==> src/rtl/ecpri_rx_ram_writer.sv <==
// eCPRI receive front end: parses the 4-byte common header, writes payload bytes into a
// circular RAM buffer and hands one descriptor per good message to the reader.
module ecpri_rx_ram_writer #(
  parameter int DATA_WIDTH = 8,
  parameter int ADDR_WIDTH = 16,
  parameter int RAM_DEPTH  = 256
) (
  input  logic                  clk,
  input  logic                  rst_n,
  input  logic [DATA_WIDTH-1:0] s_data,
  input  logic                  s_valid,
  input  logic                  s_sop,
  input  logic                  s_eop,
  output logic                  s_ready,
  output logic [ADDR_WIDTH-1:0] ram_address,
  output logic [DATA_WIDTH-1:0] ram_data,
  output logic                  ram_cs,
  output logic                  ram_we,
  output logic                  ram_oe,
  output logic                  frm_valid,
  input  logic                  frm_ready,
  output logic [ADDR_WIDTH-1:0] frm_base,
  output logic [15:0]           frm_len,
  output logic [7:0]            frm_msg_type,
  output logic                  frm_concat,
  input  logic                  rel_valid,
  input  logic [15:0]           rel_len,
  output logic [ADDR_WIDTH:0]   free_cnt,
  output logic [15:0]           err_cnt
);

  localparam int FW = ADDR_WIDTH + 1;

  typedef enum logic [2:0] {IDLE, HDR, PAY, DESC, DROP} state_t;

  typedef struct packed {
    logic [3:0]  rev;
    logic        concat;
    logic [7:0]  msg_type;
    logic [15:0] size;
  } hdr_t;

  state_t                  state;
  hdr_t                    hdr;
  logic [1:0]              hdr_idx;
  logic [15:0]             pay_cnt;
  logic [ADDR_WIDTH-1:0]   wr_ptr;
  logic [ADDR_WIDTH-1:0]   frame_base;
  logic [DATA_WIDTH-1:0]   ram_data_q;

  logic                    acc;
  logic                    start;
  logic                    wr_en;
  logic                    err_ev;
  logic                    size0_ok;
  logic                    pay_ok;
  logic [ADDR_WIDTH-1:0]   wr_ptr_inc;
  logic [FW-1:0]           free_nxt;

  assign ram_oe   = 1'b0;
  assign ram_data = ram_we ? ram_data_q : '0;

  always_comb begin
    acc        = s_valid && s_ready;
    start      = acc && s_sop && (state == IDLE || state == HDR || state == PAY);
    wr_en      = acc && (state == PAY) && !s_sop && (free_cnt != '0);
    size0_ok   = (hdr_idx == 2'd3) && ({hdr.size[15:8], s_data[7:0]} == 16'd0) && (hdr.rev == 4'd1);
    pay_ok     = (pay_cnt + 16'd1 == hdr.size) && (hdr.rev == 4'd1);
    wr_ptr_inc = (wr_ptr == ADDR_WIDTH'(RAM_DEPTH - 1)) ? '0 : wr_ptr + 1'b1;
    err_ev     = 1'b0;
    if (acc) begin
      case (state)
        IDLE:    err_ev = s_sop && s_eop;
        HDR:     err_ev = s_sop || (s_eop && !size0_ok);
        PAY:     err_ev = s_sop || (free_cnt == '0) || (s_eop && !pay_ok);
        default: err_ev = 1'b0;
      endcase
    end
    // On abort every byte written for this frame, including one written this cycle, goes back.
    free_nxt = free_cnt
             + (rel_valid ? FW'(rel_len) : '0)
             - FW'(wr_en)
             + (err_ev ? FW'(pay_cnt) + FW'(wr_en) : '0);
  end

  always_ff @(posedge clk or negedge rst_n) begin
    if (!rst_n) begin
      state        <= IDLE;
      hdr          <= '0;
      hdr_idx      <= '0;
      pay_cnt      <= '0;
      wr_ptr       <= '0;
      frame_base   <= '0;
      free_cnt     <= FW'(RAM_DEPTH);
      err_cnt      <= '0;
      s_ready      <= 1'b1;
      ram_cs       <= 1'b0;
      ram_we       <= 1'b0;
      ram_address  <= '0;
      ram_data_q   <= '0;
      frm_valid    <= 1'b0;
      frm_base     <= '0;
      frm_len      <= '0;
      frm_msg_type <= '0;
      frm_concat   <= 1'b0;
    end else begin
      free_cnt <= free_nxt;
      ram_cs   <= wr_en;
      ram_we   <= wr_en;
      if (wr_en) begin
        ram_address <= wr_ptr;
        ram_data_q  <= s_data;
      end

      if (err_ev) begin
        wr_ptr <= frame_base;
        if (err_cnt != 16'hFFFF) err_cnt <= err_cnt + 16'd1;
      end else if (wr_en) begin
        wr_ptr <= wr_ptr_inc;
      end

      if (wr_en) pay_cnt <= pay_cnt + 16'd1;

      if (start) begin
        hdr.rev    <= s_data[7:4];
        hdr.concat <= s_data[0];
        hdr_idx    <= 2'd1;
        pay_cnt    <= '0;
        // An aborted frame has already rewound, so its base is reused.
        if (state == IDLE) frame_base <= wr_ptr;
      end

      case (state)
        IDLE: begin
          if (start && !s_eop) state <= HDR;
        end
        HDR: begin
          if (acc && !s_sop) begin
            hdr_idx <= hdr_idx + 2'd1;
            case (hdr_idx)
              2'd1:    hdr.msg_type   <= s_data[7:0];
              2'd2:    hdr.size[15:8] <= s_data[7:0];
              default: hdr.size[7:0]  <= s_data[7:0];
            endcase
            if (s_eop) begin
              if (size0_ok) begin
                state        <= DESC;
                s_ready      <= 1'b0;
                frm_valid    <= 1'b1;
                frm_base     <= frame_base;
                frm_len      <= '0;
                frm_msg_type <= hdr.msg_type;
                frm_concat   <= hdr.concat;
              end else begin
                state <= IDLE;
              end
            end else if (hdr_idx == 2'd3) begin
              state <= PAY;
            end
          end
        end
        PAY: begin
          if (acc && s_sop) begin
            state <= HDR;
          end else if (acc && free_cnt == '0) begin
            state <= s_eop ? IDLE : DROP;
          end else if (acc && s_eop) begin
            if (pay_ok) begin
              state        <= DESC;
              s_ready      <= 1'b0;
              frm_valid    <= 1'b1;
              frm_base     <= frame_base;
              frm_len      <= hdr.size;
              frm_msg_type <= hdr.msg_type;
              frm_concat   <= hdr.concat;
            end else begin
              state <= IDLE;
            end
          end
        end
        DESC: begin
          if (frm_ready) begin
            state     <= IDLE;
            s_ready   <= 1'b1;
            frm_valid <= 1'b0;
          end
        end
        DROP: begin
          if (acc && s_eop) state <= IDLE;
        end
        default: state <= IDLE;
      endcase
    end
  end

endmodule

==> config.mk <==
export PLATFORM = sky130hd
export DESIGN_NAME = ecpri_rx_ram_writer
export DESIGN_NICKNAME = d
export VERILOG_FILES = /design/src/rtl/ecpri_rx_ram_writer.sv
export SDC_FILE = /design/constraint.sdc
export NUM_CORES = 1
export LEC_CHECK = 0
export CORE_MARGIN = 5
export CORE_UTILIZATION = 45
export DETAILED_ROUTE_END_ITERATION = 7
export PLACE_DENSITY = 0.76
export SETUP_SLACK_MARGIN = 0.3
export SLEW_MARGIN = 40
export SYNTH_ARGS = -nofsm -noshare
export SYNTH_HDL_FRONTEND = slang
export SYNTH_SLANG_ARGS = --single-unit
==> constraint.sdc <==
create_clock -name clk -period 6.5 [get_ports clk]
set_input_delay 0.975 -clock clk [delete_from_list [all_inputs] [get_ports clk]]
set_output_delay 0.975 -clock clk [all_outputs]
set_load 0.02 [all_outputs]
==> flow_metrics.py, run 1 <==
metrics = {
    "run_status": {
        "outcome": "finished clean",
    },
    "timing": {
        "hold_viol": 0,
        "setup_viol": 0,
        "fmax_mhz": 181,
        "tns_ns": 0,
        "timing.final.ws_setup_ns": 0.989,
        "fin_crit_sh_pct": 84.8,
        "tightest_slew_ns": 0.697,
        "rsz0062_at_grt": "no",
        "max_slew_margin_pct": 53.5,
        "slew_violations": 0,
        "min_period_ns": 5.51,
        "finClkSkew_ns": 0.00902,
    },
    "floorplanning": {
        "die_w_um": 160,
        "rows": 55,
        "dieArea_um2": 25700,
        "fp.dieH_um": 160,
        "ioPinCount": 134,
        "start_util_pct": 45.4,
        "core_um2": 22400,
    },
    "clocking": {
        "post_cts_resized": 0,
        "clkTransAtPathRegs_ns": 0.07,
        "clock_sinks": 183,
        "cts_hold_buf": 0,
        "insertion_delay_ns": 0.43,
        "tritoncts": "done",
        "numCtsBuffers": 17,
        "clockRootBuffer": "clkbuf_16",
        "clk_path_buf_depth": 2,
        "postCtsSetupRepairBufs": 0,
        "cts_max_level": 4,
    },
    "global_routing": {
        "grt_max_degree": 77,
        "antenna_found_initial": 0,
        "overflow": 0,
        "grt_pass1_wl_um": 40800,
        "grt_pass1_vias": 7911,
        "track_usage_pct": 19.3,
    },
    "worst_setup_path": {
        "reg2reg_slack_ns": 0.99,
        "critPathLaunchType": "flop",
        "critPathMaxFanout": 12,
        "critPathCaptureType": "flop",
        "arrival_ns": 5.82,
        "criticalPathCategory": "reg2reg",
        "critPathRequiredTime_ns": 6.81,
    },
    "yosys": {
        "syn_area_um2": 10200,
        "synth_largest_area_cell": "dfrtp_1",
        "ys_types": 67,
        "ys_warn_count": 0,
        "ys_ff_latch": 183,
        "async_reset_ff_share_pct": 100,
        "synth_edf_count": 0,
        "avgSynthCellArea_um2": 9.77,
        "yosysTopAreaCellShare_pct": 44.5,
        "ys_seq_area_share_pct": 45.0,
        "syn_nets": 1129,
        "synth_cells": 1042,
        "synth_ff_type": "dfrtp_1",
        "synth.area.top_cells": "dfrtp_1 44%, mux2_2 7.5%, nand2_1 6.0%",
    },
    "layout": {
        "post-route-util_pct": 54.9,
        "area_growth_syn_to_layout_pct": 20.9,
        "antenna_cells": 0,
        "nets": 1238,
        "stdcell_count": 1449,
        "drive_above_1_share_pct": 11.8,
        "final_common_cell": "dfrtp_1",
        "final_cell_mix": "181 x dfrtp_1, 163 x nand2_1, 131 x clkdlybuf4s50_1",
    },
    "place": {
        "dp.cells": 1417,
        "place_ws_ns": 0.767,
        "dp_hpwl_um": 17700,
        "numPortBuffers": 132,
        "gp_congestion": 0.914,
    },
    "routing": {
        "vias": 7966,
        "routed_wirelength_um": 24400,
        "first_pass_iters": 4,
        "ant_nets": 0,
        "wl_per_cell_um": 16.9,
        "drtIter0Drc": 638,
        "viasPerCell": 5.50,
        "drcViolationCount": 0,
    },
    "power_and_ir_drop": {
        "power-per-cell-area_nw_per_um2": 295,
        "leakagePower_nw": 5.86,
        "irDropWorstVdd_mv": 0.181,
    },
    "min_path": {
        "hold_class": "reg2reg",
    },
    "flow_run": {
        "cap_violations": 0,
    },
}
-- state kept, by name, indices dropped and copies added, names as in the netlist, 2 cells and up --
signal,flops
hdr,29
free_cnt,17
err_cnt,16
frame_base,16
frm_base,16
frm_len,16
pay_cnt,16
ram_address,16
wr_ptr,16
frm_msg_type,8
ram_data_q,8
state,3
hdr_idx,2
-- power by group --
part	internal (W)	switching (W)	leakage [nW]
clock	0.000561	0.000473	0.283
combinational	0.000613	0.000709	3.17
sequential	0.00122	0.0000535	2.41
total	0.00240	0.00124	5.86
-- stage by stage --
| stage | hold slack, ns | cell area [µm²] | power (W) |
|---|---|---|---|
| after global placement | 0.452 | 11700 | 0.00257 |
| after global routing | 0.498 | 12300 | 0.00387 |
| after floorplan | 0.438 | 10200 | 0.00225 |
| after detailed placement | 0.454 | 11700 | 0.00261 |
| final | 0.476 | 12300 | 0.00363 |
| after CTS | 0.478 | 12300 | 0.00365 |
-- final cells by class --
class | instances | area (µm²)
fill | 1947 | 10100
multi-input combinational | 734 | 5070
sequential | 183 | 4580
timing repair buffer | 144 | 1440
clock buffer | 19 | 453
tap | 285 | 357
inverter | 71 | 267
clock inverter | 13 | 140
-- synth_stat cells (all sizes together), types with 18 or more instances --
library cell,count
a21oi,41
and3,19
buf,31
clkbuf,23
dfrtp,181
ha,39
inv,71
mux2,68
nand2,163
nand3,39
nor2,70
nor4,18
o21ai,53
xnor2,34
xor2,34
-- cells by family after synthesis --
family	count (synthesis)	synth area share, %
adder cells (fa/ha/maj)	56	8.13
multiplexers	71	7.81
XOR/XNOR	68	5.85
other	1	0.0368
buffers and inverters	125	5.48
flip-flops	183	45.0
AND/OR/NAND/NOR	395	19.1
AO/OA/AOI/OAI	143	8.58
-- per-layer routing --
metal / track usage (%) / vias to the layer above / part of all wire [%]
met3: 4.31 / 42 / 6.5
li1: - / 3761 / -
met1: 27.2 / 3872 / 46
met5: 0 / - / 0
met2: 29.6 / 291 / 46
met4: 6.30 / 0 / 2.0
-- worst paths after layout --
path / cells past startpoint / end / startpoint
max in group asynchronous: 2 / hdr[28] / rst_n
max reg2reg: 20 / free_cnt[15] / pay_cnt[3]
min: 2 / ram_data_q[7] / ram_data_q[7]
min in group asynchronous: 1 / err_cnt[4] / rst_n
max: 20 / free_cnt[15] / pay_cnt[3]
min reg2reg: 2 / ram_data_q[7] / ram_data_q[7]
-- worst max-delay path, cell delays in order, from the launching register on --
cell and delay (ns):
dfrtp_1 0.67, nand4_1 0.28, nor3_1 0.55, xnor2_1 0.19, nand4_1 0.15, nor4_2 0.46, nor3b_4 0.14, nor2_4 0.21
nor2b_1 0.09, fa_1 0.44, ha_1 0.25, fa_1 0.42, a21o_1 0.20, a21oi_1 0.22, o21bai_1 0.14, a211o_1 0.35
nand3_1 0.09, nand4_1 0.10, a41oi_1 0.21, o21bai_1 0.10, xor2_1 0.14
Power figures use the tool's default switching activity.
==> run 2, diff against run 1 <==
--- a/config.mk
+++ b/config.mk
@@ -8,7 +8,7 @@
 export CORE_MARGIN = 5
 export CORE_UTILIZATION = 45
 export DETAILED_ROUTE_END_ITERATION = 7
-export PLACE_DENSITY = 0.76
+export PLACE_DENSITY = 0.79
 export SETUP_SLACK_MARGIN = 0.3
 export SLEW_MARGIN = 40
 export SYNTH_ARGS = -nofsm -noshare
==> constraint.sdc (replaced) <==
create_clock -name clk -period 4.6 [get_ports clk]
set_input_delay 0.69 -clock clk [delete_from_list [all_inputs] [get_ports clk]]
set_output_delay 0.69 -clock clk [all_outputs]
set_load 0.02 [all_outputs]
==> run 2 against run 1 <==
Effect of this change: the flow now finishes with violations (negative setup slack); first-iteration DRC count fell by 9.4%; final cell count rose by 9.4%; worst hold slack got worse by 0.17 ns; global-route usage rose by 2.2 points; combinational power rose by 130%; largest power group unchanged.
==> flow_metrics.py, run 2 (synthesis gave the netlist of run 1 again) <==
metrics = {
    "layout": {
        "antenna_cells": 0,
        "final_common_cell": "dfrtp_1",
        "largest_reg_flops": 29,
        "fin_area_um2": 13800,
        "stdcell_count": 1585,
        "final_cell_mix": "169 x dfrtp_1, 163 x nand2_1, 131 x clkdlybuf4s50_1, 131 x buf_4, 70 x inv_1",
        "reg_top3": "hdr x29, free_cnt x17",
        "area_growth_syn_to_layout_pct": 35.1,
        "drive_above_1_share_pct": 25.0,
        "nets": 1374,
        "largest-register": "hdr",
        "fill_cells": 1767,
        "post-route-util_pct": 61.3,
    },
    "worst_setup_path": {
        "critPathMaxFanout": 5,
        "path_buf_inv": 4,
        "critPathMaxStageDelay_ns": 0.53,
        "r2r_cells": 24,
        "criticalPathCategory": "reg2reg",
        "cp_top_family": "compound AO/OA/AOI/OAI gates",
        "arrival_ns": 5.37,
        "crit_path_cell_trace": "ha_4 -> xnor2_2 -> nand3_2 -> a2111oi_4 -> nand3_2 -> nor4_4 -> buf_4 -> nor3b_4 -> nor2_4 -> buf_6 -> buf_6 -> buf_6 -> nor2_4 -> fa_1 -> ha_4 -> a21o_1 -> a21oi_2 -> o21bai_1 -> a211o_1 -> nand3_2 -> nand4_1 -> a41oi_2 -> o21bai_1 -> xor2_1",
        "cp-startpoint": "pay_cnt[0]",
        "reg2reg_from": "pay_cnt[0]",
        "critPathCaptureType": "flop",
        "reg2reg_slack_ns": -0.46,
        "crit_slowest_cell": "fa_1",
        "critPathRequiredTime_ns": 4.91,
        "rr_endpoint": "free_cnt[15]",
        "crit_path_end": "free_cnt[15]",
        "crit_cells": 24,
        "critPathLaunchType": "flop",
    },
    "timing": {
        "tightest_slew_ns": 0.700,
        "slew_violations": 0,
        "hold_viol": 0,
        "setup_viol": 8,
        "tns_ns": -1.49,
        "max_slew_margin_pct": 53.4,
        "timing.final.ws_setup_ns": -0.458,
        "min_period_ns": 5.06,
        "fmax_mhz": 198,
        "rsz0062_at_grt": "yes",
        "fin_crit_sh_pct": 110,
        "finClkSkew_ns": 0.0109,
    },
    "min_path": {
        "hold_class": "in2async",
    },
    "clocking": {
        "clockRootBuffer": "clkbuf_16",
        "cts_max_level": 4,
        "clkTransAtPathRegs_ns": 0.07,
        "clock_sinks": 183,
        "clk_path_buf_depth": 2,
        "insertion_delay_ns": 0.44,
        "tritoncts": "done",
        "numCtsBuffers": 17,
    },
    "place": {
        "numPortBuffers": 132,
        "dp_hpwl_um": 19300,
        "place_area_um2": 12600,
        "gp_congestion": 0.918,
        "dp.cells": 1524,
        "place_ws_ns": -0.555,
    },
    "power_and_ir_drop": {
        "leakagePower_nw": 6.61,
        "power-per-cell-area_nw_per_um2": 453,
        "irDropWorstVdd_mv": 0.336,
    },
    "global_routing": {
        "grt_max_degree": 98,
        "antenna_found_initial": 0,
        "overflow": 0,
        "track_usage_pct": 21.5,
        "grt_pass1_wl_um": 45400,
        "grt_pass1_vias": 8836,
    },
    "routing": {
        "wl_per_cell_um": 17.6,
        "ant_nets": 0,
        "vias": 8699,
        "drcViolationCount": 0,
        "viasPerCell": 5.49,
        "first_pass_iters": 5,
        "drtIter0Drc": 578,
        "routed_wirelength_um": 27800,
    },
    "floorplanning": {
        "dieArea_um2": 25700,
        "core_um2": 22400,
        "die_w_um": 160,
        "start_util_pct": 45.4,
        "rows": 55,
        "ioPinCount": 134,
        "fp.dieH_um": 160,
    },
    "flow_run": {
        "cap_violations": 0,
    },
    "run_status": {
        "violations": "negative setup slack",
        "outcome": "complete, but fails checks",
    },
}
==> run 2: where the power goes <==
part	switching (W)	total (W)	internal, W
Clock	0.000654	0.00144	0.000787
Sequential	0.0000662	0.00180	0.00173
Combinational	0.00146	0.00300	0.00154
==> run 2: what timing repair did <==
action,CTS,global route
endpoints found under the setup margin,9,12
hold buffers,0,0
resized for setup,39,24
pin swaps,33,28
buffers inserted,25,4
==> run 2: worst min path at each step <==
stage / slack, ns / from / to
finish: 0.30 / rst_n / err_cnt[4]
global route: 0.36 / rst_n / err_cnt[4]
CTS: 0.35 / rst_n / err_cnt[4]
detailed placement: 0.45 / ram_data_q[7] / ram_data_q[7]
global placement: 0.45 / ram_data_q[7] / ram_data_q[7]
floorplan: 0.39 / rst_n / err_cnt[0]
==> run 2: stage by stage <==
stage	hold slack, ns	power, W
4_1_cts	0.349	0.00594
3_3_place_gp	0.452	0.00401
6_report	0.301	0.00623
2_1_floorplan	0.394	0.00320
3_5_place_dp	0.455	0.00411
5_1_grt	0.364	0.00658
==> run 2: metal layers <==
layer	GRT usage, %	vias up	share of wire, %
li1	-	4029	-
met1	29.1	4296	43
met2	34.8	307	49
met3	4.64	67	5.8
met4	6.88	0	2.3
met5	0	-	0
==> run 2: layout make-up <==
class | instances | area (µm²) | share of cell area, %
clock inverter | 11 | 113 | 0.819
tap | 285 | 357 | 2.59
multi-input combinational | 734 | 5430 | 39.5
inverter | 71 | 267 | 1.94
sequential | 183 | 4600 | 33.4
timing repair buffer | 280 | 2530 | 18.4
clock buffer | 21 | 460 | 3.35
==> run 3, diff against run 2 <==
--- a/config.mk
+++ b/config.mk
@@ -5,6 +5,7 @@
 export SDC_FILE = /design/constraint.sdc
 export NUM_CORES = 1
 export LEC_CHECK = 0
+export ABC_AREA = 0
 export CORE_MARGIN = 5
 export CORE_UTILIZATION = 45
 export DETAILED_ROUTE_END_ITERATION = 7
==> results of run 3 <==
No change in the layout: final DEF, timing and power equal those of run 2.
